<file path="src/rtl/program_counter_ctrl.sv">
// ---------------------------------------------------------------------------
// program_counter_ctrl
//
// Fetch-stage program counter control. Holds the current fetch PC and
// decides each cycle whether it advances by 4, is redirected (trap or
// branch/jump), or holds. A small BOOT/RUN/HALT state machine gates the
// fetch request, and an accepted-fetch counter tracks completed handshakes.
//
// Optional feature (compile-time macro PC_MISALIGN_TRAP_EN):
//   defined   : a branch target with non-zero low ALIGN_BITS bits is turned
//               into a trap to TRAP_VECTOR and Misalign_Err pulses.
//   undefined : the low ALIGN_BITS bits of the target are cleared and the
//               branch proceeds normally; Misalign_Err is tied low.
//
// Ports:
//   Clk_Core           in   core clock, rising edge
//   Rst_Core           in   asynchronous active-high reset
//   PC_Sel             in   1 = load Program_Count_Imm
//   Program_Count_Imm  in   branch/jump target  [DWIDTH]
//   Trap_Req           in   redirect to TRAP_VECTOR (highest priority)
//   Stall              in   hold PC, block sequential advance
//   Halt_Req           in   enter HALT
//   Resume             in   leave HALT
//   Fetch_Ready        in   instruction memory accepts current address
//   Fetch_Valid        out  Program_Count is a valid fetch request
//   Program_Count      out  current fetch PC (registered) [DWIDTH]
//   Program_Count_Off  out  Program_Count + 4, wrapping [DWIDTH]
//   Flush              out  redirect taken this cycle
//   Misalign_Err       out  misaligned branch target trapped this cycle
//   Halted             out  high while in HALT
//   Fetch_Count        out  accepted fetch count, wrapping [CWIDTH]
// ---------------------------------------------------------------------------
module program_counter_ctrl #(
  parameter int                 DWIDTH       = 32,
  parameter logic [DWIDTH-1:0]  RESET_VECTOR = DWIDTH'(32'h0000_0000),
  parameter logic [DWIDTH-1:0]  TRAP_VECTOR  = DWIDTH'(32'h0000_0100),
  parameter int                 ALIGN_BITS   = 2,
  parameter int                 CWIDTH       = 32
) (
  input  logic              Clk_Core,
  input  logic              Rst_Core,
  input  logic              PC_Sel,
  input  logic [DWIDTH-1:0] Program_Count_Imm,
  input  logic              Trap_Req,
  input  logic              Stall,
  input  logic              Halt_Req,
  input  logic              Resume,
  input  logic              Fetch_Ready,
  output logic              Fetch_Valid,
  output logic [DWIDTH-1:0] Program_Count,
  output logic [DWIDTH-1:0] Program_Count_Off,
  output logic              Flush,
  output logic              Misalign_Err,
  output logic              Halted,
  output logic [CWIDTH-1:0] Fetch_Count
);

  // Mask of the low PC bits that must be zero for an aligned instruction.
  // Built through a wide shift so ALIGN_BITS = 0 yields an all-zero mask.
  localparam logic [DWIDTH-1:0] ALIGN_MASK =
    DWIDTH'((64'd1 << ALIGN_BITS) - 64'd1);

  localparam logic [DWIDTH-1:0] PC_STEP  = DWIDTH'(4);
  localparam logic [CWIDTH-1:0] CNT_STEP = CWIDTH'(1);

  typedef enum logic [1:0] {
    ST_BOOT = 2'd0,
    ST_RUN  = 2'd1,
    ST_HALT = 2'd2
  } state_t;

  state_t              state_q, state_d;
  logic [DWIDTH-1:0]   pc_q, pc_d;
  logic [CWIDTH-1:0]   cnt_q, cnt_d;

  logic                fetch_valid_s;
  logic                accept_s;
  logic                active_s;
  logic                flush_s;
  logic                misalign_s;
  logic [DWIDTH-1:0]   pc_inc_s;

  // State, PC and fetch counter registers.
  always_ff @(posedge Clk_Core or posedge Rst_Core) begin
    if (Rst_Core) begin
      state_q <= ST_BOOT;
      pc_q    <= RESET_VECTOR;
      cnt_q   <= '0;
    end else begin
      state_q <= state_d;
      pc_q    <= pc_d;
      cnt_q   <= cnt_d;
    end
  end

  // Handshake qualifiers derived from the current state.
  always_comb begin
    fetch_valid_s = 1'b0;
    active_s      = 1'b0;
    accept_s      = 1'b0;
    pc_inc_s      = pc_q + PC_STEP;
    // Only RUN issues fetches; redirects are honoured outside BOOT.
    if (state_q == ST_RUN) begin
      fetch_valid_s = 1'b1;
    end else begin
      fetch_valid_s = 1'b0;
    end
    if (state_q != ST_BOOT) begin
      active_s = 1'b1;
    end else begin
      active_s = 1'b0;
    end
    accept_s = fetch_valid_s & Fetch_Ready & ~Stall;
  end

  // Next-PC selection: trap, then branch, then sequential advance, else hold.
  // While the request is not accepted (backpressure or stall) the PC only
  // moves on a redirect, which keeps the presented address stable.
  always_comb begin
    pc_d       = pc_q;
    flush_s    = 1'b0;
    misalign_s = 1'b0;
    if (active_s && Trap_Req) begin
      pc_d    = TRAP_VECTOR;
      flush_s = 1'b1;
    end else if (active_s && PC_Sel) begin
      flush_s = 1'b1;
`ifdef PC_MISALIGN_TRAP_EN
      if ((Program_Count_Imm & ALIGN_MASK) != '0) begin
        // Misaligned target becomes a trap instead of a bad fetch.
        pc_d       = TRAP_VECTOR;
        misalign_s = 1'b1;
      end else begin
        pc_d       = Program_Count_Imm;
        misalign_s = 1'b0;
      end
`else
      // Low bits are silently cleared so fetch stays aligned.
      pc_d       = Program_Count_Imm & ~ALIGN_MASK;
      misalign_s = 1'b0;
`endif
    end else if (accept_s) begin
      pc_d = pc_inc_s;
    end else begin
      pc_d = pc_q;
    end
  end

  // Accepted-fetch counter; a redirect in the same cycle still counts.
  always_comb begin
    cnt_d = cnt_q;
    if (accept_s) begin
      cnt_d = cnt_q + CNT_STEP;
    end else begin
      cnt_d = cnt_q;
    end
  end

  // BOOT/RUN/HALT transitions. Halt_Req dominates Resume; redirects never
  // change the state by themselves.
  always_comb begin
    state_d = state_q;
    case (state_q)
      ST_BOOT: begin
        if (Halt_Req) begin
          state_d = ST_HALT;
        end else begin
          state_d = ST_RUN;
        end
      end
      ST_RUN: begin
        if (Halt_Req) begin
          state_d = ST_HALT;
        end else begin
          state_d = ST_RUN;
        end
      end
      ST_HALT: begin
        if (Halt_Req) begin
          state_d = ST_HALT;
        end else if (Resume) begin
          state_d = ST_RUN;
        end else begin
          state_d = ST_HALT;
        end
      end
      default: begin
        // Unreachable encoding: restart through BOOT.
        state_d = ST_BOOT;
      end
    endcase
  end

  // Output mapping. Flush and Misalign_Err react in the cycle the redirect
  // is sampled; the rest are decoded directly from registers.
  always_comb begin
    Fetch_Valid       = fetch_valid_s;
    Halted            = (state_q == ST_HALT);
    Program_Count     = pc_q;
    Program_Count_Off = pc_inc_s;
    Flush             = flush_s;
    Misalign_Err      = misalign_s;
    Fetch_Count       = cnt_q;
  end

endmodule

</file>
<file path="config.mk">
export PLATFORM = sky130hd
export DESIGN_NAME = program_counter_ctrl
export DESIGN_NICKNAME = d
export VERILOG_FILES = /design/src/rtl/program_counter_ctrl.sv
export SDC_FILE = /design/constraint.sdc
export NUM_CORES = 1
export LEC_CHECK = 0
export ABC_AREA = 1
export CAP_MARGIN = 10
export CORE_MARGIN = 4
export CORE_UTILIZATION = 65
export CTS_BUF_LIST = sky130_fd_sc_hd__clkbuf_16
export DETAILED_ROUTE_END_ITERATION = 10
export DONT_BUFFER_PORTS = 1
export GPL_ROUTABILITY_DRIVEN = 0
export PLACE_DENSITY_LB_ADDON = 0.3
export REMOVE_ABC_BUFFERS = 1
export SETUP_SLACK_MARGIN = 0.2
export SYNTH_ARGS = -nofsm -noshare
export SYNTH_HDL_FRONTEND = slang
export SYNTH_SLANG_ARGS = --single-unit
</file>
<file path="constraint.sdc">
create_clock -name Clk_Core -period 3.1 [get_ports Clk_Core]
set_clock_uncertainty 0.15 [all_clocks]
set_input_delay 0.62 -clock Clk_Core [delete_from_list [all_inputs] [get_ports Clk_Core]]
set_output_delay 0.62 -clock Clk_Core [all_outputs]
set_load 0.02 [all_outputs]
</file>
==> impl_metrics.json, run 1 <==
{
  "cts_tree": "built",
  "grt.total_usage_pct": 29.2,
  "seq_area_frac_synth_pct": 35.3,
  "drt_iter0_drc": 295,
  "yosysMostFrequentCell": "nand2_1",
  "synth_top_area_cell": "dfrtp_1",
  "yosysWarnings": 0,
  "crit_arrival_ps": 2030,
  "drt-total-wl_mm": 12.2,
  "synth_area_um2": 4540,
  "cts_hold_buf": 0,
  "grt_max_degree": 42,
  "maxSlewHeadroom_pct": 51.7,
  "r2r-start": "Program_Count[3]",
  "synth.distinct_cells": 33,
  "fin_crit_sh_pct": 90.5,
  "num_io_pins": 140,
  "whs_ps": 145,
  "async_flop_share_pct": 100,
  "path_clk_slew_ps": 50,
  "die_y_um": 91.5,
  "slowest_stage": "dfrtp_2",
  "status": "finished, final reports clean",
  "ir_drop_mv": 0.392,
  "firstDrtPassIters": 5,
  "std_cell_rows": 30,
  "r2r_end": "Program_Count[16]",
  "cp_num_buf_inv": 1,
  "period_needed_ps": 2800,
  "synth-edff-count": 0,
  "critical-path-max-stage-delay_ps": 440,
  "area_delta_synth_final_pct": 8.25,
  "antenna-diode-count": 0,
  "fin_nets": 766,
  "antenna_found_initial": 0,
  "cts_buffers": 9,
  "grt_pass1_vias": 4360,
  "crit_fanout": 6,
  "yosys_register_bits": 64,
  "fmax_ghz": 0.357,
  "fin_total_pwr_w": 0.00313,
  "cts_setup_buffers": 0,
  "grt_pass1_wl_mm": 19.9,
  "cts-root-buf": "clkbuf_16",
  "port_buffers": 0,
  "pwr-share-seq_pct": 44.7,
  "cp_num_cells": 7,
  "slew_violations": 0,
  "synth_top_cell_area_share_pct": 35.3,
  "required_ps": 2330,
  "worst_slew_pin_slew_ps": 723,
  "swShare_pct": 43.0,
  "intPower_w": 0.00178,
  "overflow": 0,
  "critPathCaptureType": "output port",
  "drc_errors": 0,
  "drive_gt1_share_pct": 6.73,
  "synthTopCellsByCount": "nand2_1, nor2_1, inv_1",
  "synth_cells": 724,
  "hold_path_class": "in -> async",
  "insertion_delay_ps": 320,
  "initial_core_util_pct": 66.8,
  "path_common_cell": "nand2_1",
  "drv_cap": 0,
  "cellPowerDensity_nw_per_um2": 638,
  "clockBufferDepth": 2,
  "ff2ff_setup_slack_ps": 930,
  "pwr-share-comb_pct": 24.5,
  "r2r_cells": 8,
  "routed_via_density": 5.49,
  "switchingPower_w": 0.00135,
  "die_x_um": 91.5,
  "numClockSinks": 64,
  "tns_ps": 0,
  "avgSynthCellArea_um2": 6.26,
  "setup_viol": 0,
  "antenna_left": 0,
  "hpwlAfterDp_mm": 8.95,
  "worstSetupStartpointType": "register",
  "p_leak_nw": 2.42,
  "dieArea_um2": 8380,
  "synth_ff_type": "dfrtp_1",
  "finalHoldViolCount": 0,
  "path_cells": "inv_1 -> nor2_2 -> nand2_1 -> nor2_1 -> nand2_1 -> nand2_1 -> nand2_1",
  "rsz0062_at_grt": "yes",
  "post_drt_wl_per_cell_um": 14.8,
  "clkPwrFrac_pct": 30.8,
  "htreeDepth": 3,
  "vias": 4522,
  "cp_top_family": "simple AND/OR/NAND/NOR gates",
  "synth_area_leaders": "dfrtp_1, nand2_1, nor2_1",
  "core-area_um2": 6790,
  "critical_path_class": "reg -> out"
}
==> timing repair <==
| item | CTS | global route |
|---|---|---|
| gates resized for setup | 8 | 4 |
| setup endpoints to repair | 17 | 8 |
| cloned | 0 | 0 |
==> power by group through the flow <==
stage / logic, W / registers, W / clock network (W)
floorplan: 0.000636 / 0.00134 / 0
global placement: 0.000728 / 0.00140 / 0
detailed placement: 0.000755 / 0.00141 / 0
CTS: 0.000761 / 0.00140 / 0.000964
global route: 0.000858 / 0.00143 / 0.00100
finish: 0.000769 / 0.00140 / 0.000965
==> metal layers <==
metal / global-route usage (%) / share of wire (%)
met5: 0 / 0
met4: 14.1 / 3.0
met3: 9.03 / 9.5
met2: 53.2 / 52
met1: 30.0 / 35
==> area by class of cell <==
class | count | area, um^2
clock buffer | 9 | 225
clock inverter | 6 | 51.3
fill | 557 | 1880
inverter | 72 | 270
multi-input combinational | 574 | 2600
sequential | 64 | 1600
tap | 96 | 120
timing repair buffer | 3 | 35.0
==> worst reg2reg max path: cells and delay by family (launching register included) <==
family                     cells  cell delay [ps]
adders and majority gates      1              220
AOI/OAI and AO/OA              2              480
DFF                            1              450
and+or+nand+nor                5              750
==> worst max-delay path by stage <==
stage / to / from
after floorplan: Program_Count_Off[22] / Program_Count[3]
after global placement: Program_Count_Off[20] / Program_Count[3]
after detailed placement: Program_Count_Off[26] / Program_Count[3]
after CTS: Program_Count_Off[26] / Program_Count[3]
after global routing: Program_Count_Off[29] / Program_Count[2]
final: Program_Count_Off[29] / Program_Count[2]
==> flip-flops by register name (all words and copies together) (netlist names) <==
name and count:
Fetch_Count 32, Program_Count 30, state_q 2
==> kinds of logic after synthesis <==
logic type / share of synthesized area [%]
other cells: 0.0827
flops: 35.3
compound gates: 3.75
mux: 0.441
simple gates: 46.7
xor+xnor: 4.83
fa+ha+maj: 0.552
buf+inv: 8.33
==> stage by stage <==
stage | setup slack [ps] | instance area, um^2 | util (%) | cells
2_1_floorplan | 723 | 4440 | - | 710
3_3_place_gp | 449 | 4600 | 67.7 | 809
3_5_place_dp | 358 | 4600 | 67.7 | 809
4_1_cts | 259 | 4890 | 72.0 | 824
5_1_grt | 193 | 4910 | 72.3 | 824
6_report | 295 | 4910 | 72.3 | 824
==> placed cells by master, fill, tap and decap left out, types with 5 or more instances in the layout <==
cell       instances
clkbuf_16          9
nand3_1           42
xor2_1            18
nand3b_1           9
inv_1             68
dfrtp_1           62
nor2_2            17
xnor2_1            7
o21ai_1            5
o21ai_0           23
nand2_1          281
conb_1             5
nor2_1           134
nand4_1            8
(Power assumes the default switching activity.)
==> inputs of run 2 (changes only) <==
Settings changed: CAP_MARGIN 10 to 25, CORE_UTILIZATION 65 to 40.
==> run 2 against run 1 <==
Effect of this change: die area grew 56%; via count shrank 2.6%; design area grew 1.1%; utilization shrank 27 points; largest cell class unchanged; final cell count grew 5.5%; highest routed layer unchanged.
==> impl_metrics.json, run 2 (synthesis results as in run 1) <==
{
  "clkPwrFrac_pct": 28.7,
  "worst_slew_pin_slew_ps": 722,
  "port_buffers": 0,
  "grt_pass1_vias": 4334,
  "antenna_left": 0,
  "drc_errors": 0,
  "slew_violations": 0,
  "die_x_um": 114,
  "drt_iter0_drc": 200,
  "worstSetupStartpointType": "register",
  "drt-total-wl_mm": 12.9,
  "area_delta_synth_final_pct": 9.49,
  "vias": 4404,
  "required_ps": 2330,
  "crit_fanout": 9,
  "grt_max_degree": 42,
  "p_leak_nw": 2.42,
  "switchingPower_w": 0.00134,
  "largest_reg_flops": 32,
  "critical-path-max-stage-delay_ps": 450,
  "core-area_um2": 11000,
  "pwr-share-seq_pct": 46.0,
  "cts_hold_buf": 0,
  "cp_num_cells": 7,
  "cellPowerDensity_nw_per_um2": 613,
  "drive_gt1_share_pct": 6.86,
  "crit_arrival_ps": 1960,
  "antenna_found_initial": 0,
  "final_cell_mix": "nand2_1, nor2_1, inv_1",
  "slowest_stage": "dfrtp_2",
  "swShare_pct": 44.1,
  "grt.total_usage_pct": 20.2,
  "cp_num_buf_inv": 0,
  "die_y_um": 114,
  "cts_setup_buffers": 0,
  "r2r-start": "state_q[1]",
  "initial_core_util_pct": 41.3,
  "fin_ws_ps": 372,
  "setup_viol": 0,
  "hold_path_class": "in -> async",
  "ir_drop_mv": 0.373,
  "cp_top_family": "simple AND/OR/NAND/NOR gates",
  "seq_area_um2": 1600,
  "path_cells": "ha_1 -> nand2_1 -> nor2_2 -> nand2_4 -> nor2_4 -> nand3_1 -> nand2_1",
  "ff2ff_setup_slack_ps": 930,
  "fmax_ghz": 0.367,
  "detailedPlace.worstSlack_ps": 317,
  "post_drt_wl_per_cell_um": 14.8,
  "multi_input_area_um2": 2630,
  "drv_cap": 0,
  "cts-root-buf": "clkbuf_16",
  "status": "finished, final reports clean",
  "fill_cells": 1130,
  "cts_buffers": 9,
  "clockBufferDepth": 2,
  "critPathCaptureType": "output port",
  "htreeDepth": 3,
  "finalHoldViolCount": 0,
  "firstDrtPassIters": 5,
  "num_io_pins": 140,
  "intPower_w": 0.00170,
  "std_cell_rows": 38,
  "pwr-share-comb_pct": 25.3,
  "fin_nets": 767,
  "critical_path_class": "reg -> out",
  "routed_via_density": 5.07,
  "maxSlewHeadroom_pct": 51.8,
  "path_common_cell": "nand2_1",
  "r2r_cells": 8,
  "dieArea_um2": 13100,
  "grt_pass1_wl_mm": 21.2,
  "overflow": 0,
  "numClockSinks": 64,
  "rsz0062_at_grt": "no",
  "period_needed_ps": 2730,
  "fin_crit_sh_pct": 88.0,
  "r2r_end": "Program_Count[13]",
  "tns_ps": 0,
  "cts_tree": "built",
  "antenna-diode-count": 0,
  "layout_commonest_cell": "nand2_1",
  "path_clk_slew_ps": 60,
  "insertion_delay_ps": 340,
  "hpwlAfterDp_mm": 9.64
}
[run 2: final cells by class]
cell class	instances	share of cell area [%]
clock buffer	9	4.54
clock inverter	6	0.454
multi-input combinational	574	52.9
sequential	64	32.3
inverter	72	5.44
tap	140	3.53
timing repair buffer	4	0.857
[run 2: what timing repair did]
item	CTS	global route
gates cloned	0	0
resized for setup	9	9
setup endpoints to repair	19	19
[run 2: routing by layer]
layer	GRT usage (%)	wire length [um]	up-vias
met2	35.0	6330	164
met5	0	0	-
met4	8.39	346	0
li1	-	-	2219
met1	22.2	5010	1994
met3	7.29	1180	27
[run 2: stage by stage]
step                      std cells  cell area [um^2]  util, %  hold WS (ps)  power [W]
after floorplan                 710              4440        -           355    0.00197
after global placement          854              4660     42.4           374    0.00215
after detailed placement        854              4660     42.4           380    0.00218
after CTS                       869              4930     44.9           161    0.00307
after global routing            869              4970     45.2           188    0.00324
final                           869              4970     45.2           136    0.00304
[run 2: worst max path at each step]
stage	startpoint	endpoint
floorplan	Program_Count[3]	Program_Count_Off[22]
global placement	Program_Count[3]	Program_Count_Off[26]
finish	Program_Count[3]	Program_Count_Off[22]
global route	Program_Count[15]	Program_Count_Off[26]
detailed placement	Program_Count[3]	Program_Count_Off[22]
CTS	Program_Count[2]	Program_Count_Off[20]
[run 2: power groups by stage]
stage	combinational, W	sequential (W)	clock (W)
5_1_grt	0.000874	0.00144	0.000925
6_report	0.000769	0.00140	0.000873
3_5_place_dp	0.000768	0.00142	0
4_1_cts	0.000773	0.00140	0.000898
2_1_floorplan	0.000636	0.00134	0
3_3_place_gp	0.000745	0.00141	0
